$ cat src/rtl/lc3b_types_pkg.sv
// Shared LC-3b pipeline types: stage count of the reference build and the
// branch-tracking state of the stall/bubble controller.
package lc3b_types;

  localparam int LC3B_STAGES = 5;

  typedef enum logic [1:0] {
    RUN      = 2'd0,
    BR_WAIT  = 2'd1,
    RES_HELD = 2'd2
  } stall_state_t;

endpackage

$ cat src/rtl/stall_prio_enc.sv
// Highest-set-bit encoder over the per-stage stall requests; also flags
// whether any stage is requesting a stall.
module stall_prio_enc #(
  parameter int NUM_STAGES = 5,
  parameter int HW         = (NUM_STAGES > 1) ? $clog2(NUM_STAGES) : 1
) (
  input  logic [NUM_STAGES-1:0] req,
  output logic [HW-1:0]         hi,
  output logic                  any
);

  always_comb begin
    hi  = '0;
    any = |req;
    // Ascending scan so the last hit is the oldest (highest) stalling stage.
    for (int s = 0; s < NUM_STAGES; s++) begin
      if (req[s]) hi = HW'(s);
    end
  end

endmodule

$ cat src/rtl/pipeline_stall_ctrl.sv
// Stall and bubble controller: freezes every register at or behind the oldest
// stalling stage, bubbles the one ahead of it, and tracks one in-flight branch.
module pipeline_stall_ctrl
  import lc3b_types::*;
#(
  parameter int NUM_STAGES = 5,
  parameter int CNT_WIDTH  = 16
) (
  input  logic                  clk,
  input  logic                  reset,
  input  logic [NUM_STAGES-1:0] stall_req,
  input  logic                  br_decoded,
  input  logic                  br_resolved,
  input  logic                  br_taken,
  output logic [NUM_STAGES-1:0] load,
  output logic [NUM_STAGES-1:0] valid,
  output logic                  pc_redirect,
  output logic                  br_pending,
  output logic [CNT_WIDTH-1:0]  stall_cycles
);

  localparam int HW = (NUM_STAGES > 1) ? $clog2(NUM_STAGES) : 1;

  logic [HW-1:0] hi;
  logic          freeze;
  stall_state_t  state;
  logic          taken_q;

  function automatic logic [CNT_WIDTH-1:0] sat_inc(input logic [CNT_WIDTH-1:0] v);
    return (&v) ? v : v + CNT_WIDTH'(1);
  endfunction

  stall_prio_enc #(
    .NUM_STAGES(NUM_STAGES),
    .HW        (HW)
  ) u_enc (
    .req(stall_req),
    .hi (hi),
    .any(freeze)
  );

  assign br_pending = (state != RUN);

  always_ff @(posedge clk) begin
    if (reset) begin
      state        <= RUN;
      taken_q      <= 1'b0;
      stall_cycles <= '0;
    end else begin
      if (freeze) stall_cycles <= sat_inc(stall_cycles);
      case (state)
        RUN: begin
          if (br_decoded && !freeze) state <= BR_WAIT;
        end
        BR_WAIT: begin
          if (br_resolved) begin
            if (freeze) begin
              taken_q <= br_taken;
              state   <= RES_HELD;
            end else begin
              state <= RUN;
            end
          end
        end
        RES_HELD: begin
          if (!freeze) state <= RUN;
        end
        default: state <= RUN;
      endcase
    end
  end

  always_comb begin
    load        = '1;
    valid       = '1;
    pc_redirect = 1'b0;
    if (reset) begin
      // Flush: every register loads a bubble.
      valid = '0;
    end else if (freeze) begin
      for (int s = 0; s < NUM_STAGES; s++) begin
        if (s <= int'(hi))          load[s]  = 1'b0;
        else if (s == int'(hi) + 1) valid[s] = 1'b0;
      end
    end else begin
      case (state)
        BR_WAIT: begin
          // Every BR_WAIT cycle, including the resolving one, feeds decode a bubble.
          valid[1] = 1'b0;
          if (br_resolved) pc_redirect = br_taken;
          else             load[0]     = 1'b0;
        end
        RES_HELD: pc_redirect = taken_q;
        default: ;
      endcase
    end
  end

endmodule

$ cat config.mk
export PLATFORM = sky130hd
export DESIGN_NAME = pipeline_stall_ctrl
export DESIGN_NICKNAME = d
export VERILOG_FILES = /design/src/rtl/lc3b_types_pkg.sv /design/src/rtl/stall_prio_enc.sv /design/src/rtl/pipeline_stall_ctrl.sv
export SDC_FILE = /design/constraint.sdc
export NUM_CORES = 1
export LEC_CHECK = 0
export BUFFER_PORTS_ARGS = -buffer_cell sky130_fd_sc_hd__buf_4
export CORE_MARGIN = 2
export CORE_UTILIZATION = 40
export CTS_CLUSTER_SIZE = 25
export DETAILED_ROUTE_END_ITERATION = 8
export MAX_ROUTING_LAYER = met4
export SYNTH_ARGS = -nofsm -noshare
export SYNTH_HDL_FRONTEND = slang
export SYNTH_SLANG_ARGS = --single-unit
$ cat constraint.sdc
create_clock -name clk -period 2.45 [get_ports clk]
set_clock_uncertainty 0.1 [all_clocks]
set_input_delay 0.245 -clock clk [delete_from_list [all_inputs] [get_ports clk]]
set_output_delay 0.245 -clock clk [all_outputs]
set_load 0.02 [all_outputs]
==> run summary <==
I/O Buffers: 37
RSZ-0062 raised after global routing: false
Critical Path AT: 2.07 ns
HP Start: br_taken
Yosys top cell by area: dfxtp_1
Share of flip-flops with an asynchronous set or reset: 0%
Inserted Clock Buffers: 3
Hold-fix buffers, CTS: 0
Max incr delay on CP: 0.43 ns
Syn nets: 166
Post-DR vias/cell: 5.995
Relative slew slack: 68.02%
Worst Path Buf+Inv: 0
Predominant post-synthesis flop cell: dfxtp_1
Routed WL: 3211 um
Period utilization: 80.38%
Synth top area cells: dfxtp_1 (31%), a21oi_1 (6.1%), ha_1 (5.1%), o31ai_1 (4.8%), or4_1 (4.8%)
Total gr overflow: 0
FP Rows: 20
Status: complete, no violations
Most frequent cell after synthesis: dfxtp_1
Via count: 1325
DR WL/cell: 14.53 um
Seq/Total Area, Yosys: 30.71%
Pre-CTS setup slack: 0.4141 ns
Yosys top cell area share: 30.71%
Final TNS setup: 0 ns
Final Setup Violations: 0
Post-synthesis register bit count: 19
Die extent in x: 59.65 um
First drt pass iteration count: 4
Total die area: 3558 um^2
Antenna Cells: 0
FMAX: 0.5078 GHz
Pin count of the biggest net entering global routing: 31
Final WS setup: 0.4806 ns
Slew @ Worst Pin: 0.4753 ns
Max Root-Sink Buffers: 2
Iter 0 DRT Violations: 81
Clock Tree Root: clkbuf_4
Worst-Skew Late Latency: 0.30 ns
Max Slew Vio Count: 0
Synth cell count leaders: dfxtp_1 (19), a21oi_1 (15), nand2_1 (14)
CTS H-tree depth: 1
CP startpoint: stall_cycles[0]
Gpl congestion: 0.8593
CTS tree: built
Vias in the first global route: 1141
CP cell instances: ha_1, and4_1, nand2_1, nor4_1, mux2_1
Initial core utilization: 41.25%
Top delay family on crit path: simple AND/OR/NAND/NOR gates
Hold Fails Final Rpt: 0
Average size of a mapped cell: 8.203 um^2
Power Density: 374.1 nW/um^2
Required time of the critical path: 2.55 ns
Synth cell types: 39
Crit. End Element: flip-flop
Worst setup SP type: flip-flop
DRC: 0
VDD IR max: 0.0001436 V
Initial antenna violation count: 0
WS Path Type: flip-flop to flip-flop
Max_cap viols: 0
I/O Pins: 38
Share of cells above drive strength 1: 26.60%
Post-CTS setup buffers: 0
CP Max Fanout: 6
Yosys warns: 0
Filler instances: 296
Area delta synth->final: 26.16%
Hold Crit Class: input port to flip-flop
Core Area: 3003 um^2
CTS clock-pin slew for the worst setup and hold paths: 0.12 ns
DRT antenna net count: 0
Post-synth EDFFs: 0
Post-cts resize count: 0
Synthesized area: 1239 um^2
Leak: 0.6211 nW
Finished Core Util: 52.04%
Highest-delay cell along the critical path: dfxtp_1
RR Startpoint: stall_cycles[0]
Nets: 204
Syn Inst Count: 151
Final worst path period need: 1.969 ns
CTS sink count: 19
Total GRT Usage: 19.82%
First-pass GRT wire length: 5264 um
Die height: 59.65 um
DP HPWL: 2295 um
layer usage:
metal | global-route usage (%) | vias up | part of all wire (%)
met4 | 6.032 | 0 | 0.56
met5 | - | - | 0
met1 | 28.48 | 623 | 49
met3 | 2.814 | 2 | 6.5
met2 | 28.73 | 50 | 44
li1 | - | 650 | -
worst min-delay path, stage by stage:
cell and delay (ns):
buf_4 0.11, nand4_1 0.06, a21oi_1 0.05
layout by cell type, fill, tap and decap left out, types with 4 or more instances in the layout:
cell type | synthesis | layout
nor4_1 | 6 | 5
ha_1 | 5 | 5
or4_1 | 8 | 8
nor2b_1 | 5 | 5
a21oi_1 | 15 | 15
nand2_1 | 14 | 14
dfxtp_1 | 19 | 19
buf_4 | 1 | 40
nor2_1 | 9 | 9
inv_1 | 9 | 9
o21ai_1 | 6 | 6
mux2_1 | 4 | 4
o31ai_1 | 8 | 8
nand4_1 | 6 | 6
worst paths after layout:
| path | endpoint | slack, ns | cells past startpoint |
|---|---|---|---|
| max | stall_cycles[14] | 0.48 | 5 |
| min | taken_q | 0.12 | 3 |
| max reg2reg | stall_cycles[14] | 0.48 | 5 |
| min reg2reg | taken_q | 0.40 | 2 |
per-stage QoR:
step           hold slack (ns)  cells  total power [mW]  area [um^2]
2_1_floorplan           0.2952    151            0.3809         1239
3_3_place_gp            0.3928    217            0.4266         1536
3_5_place_dp            0.3820    217            0.4284         1536
4_1_cts                 0.1093    221            0.5926         1563
5_1_grt                 0.1185    221            0.6194         1563
6_report                0.1177    221            0.5846         1563
sequential cells by signal, indices dropped and copies added, names as in the netlist:
signal,flops
stall_cycles,16
taken_q,1
state,2
cell families (layout without fill, tap and decap cells):
kind of cell    Yosys count  in the layout  share of synthesized area, %
simple gates             65             65                         31.11
mux                       4              4                         3.636
buf+inv                  16             53                         6.767
fa+ha+maj                 5              5                         5.051
flops                    19             19                         30.71
compound gates           42             42                         22.73
where the power goes:
group / internal (mW) / total [mW] / switching, mW
Sequential: 0.314 / 0.320 / 0.00671
Combinational: 0.0421 / 0.101 / 0.0592
Clock: 0.0633 / 0.163 / 0.0998
Total: 0.419 / 0.585 / 0.166
layout make-up:
class	count	area, um^2	share of cell area (%)
clock buffers	4	26.28	1.681
inverters	9	33.78	2.162
multi-input cells	116	780.7	49.96
flip-flops and latches	19	380.4	24.34
well taps	33	41.29	2.642
repair buffers	40	300.3	19.22
Power figures use the tool's default switching activity.
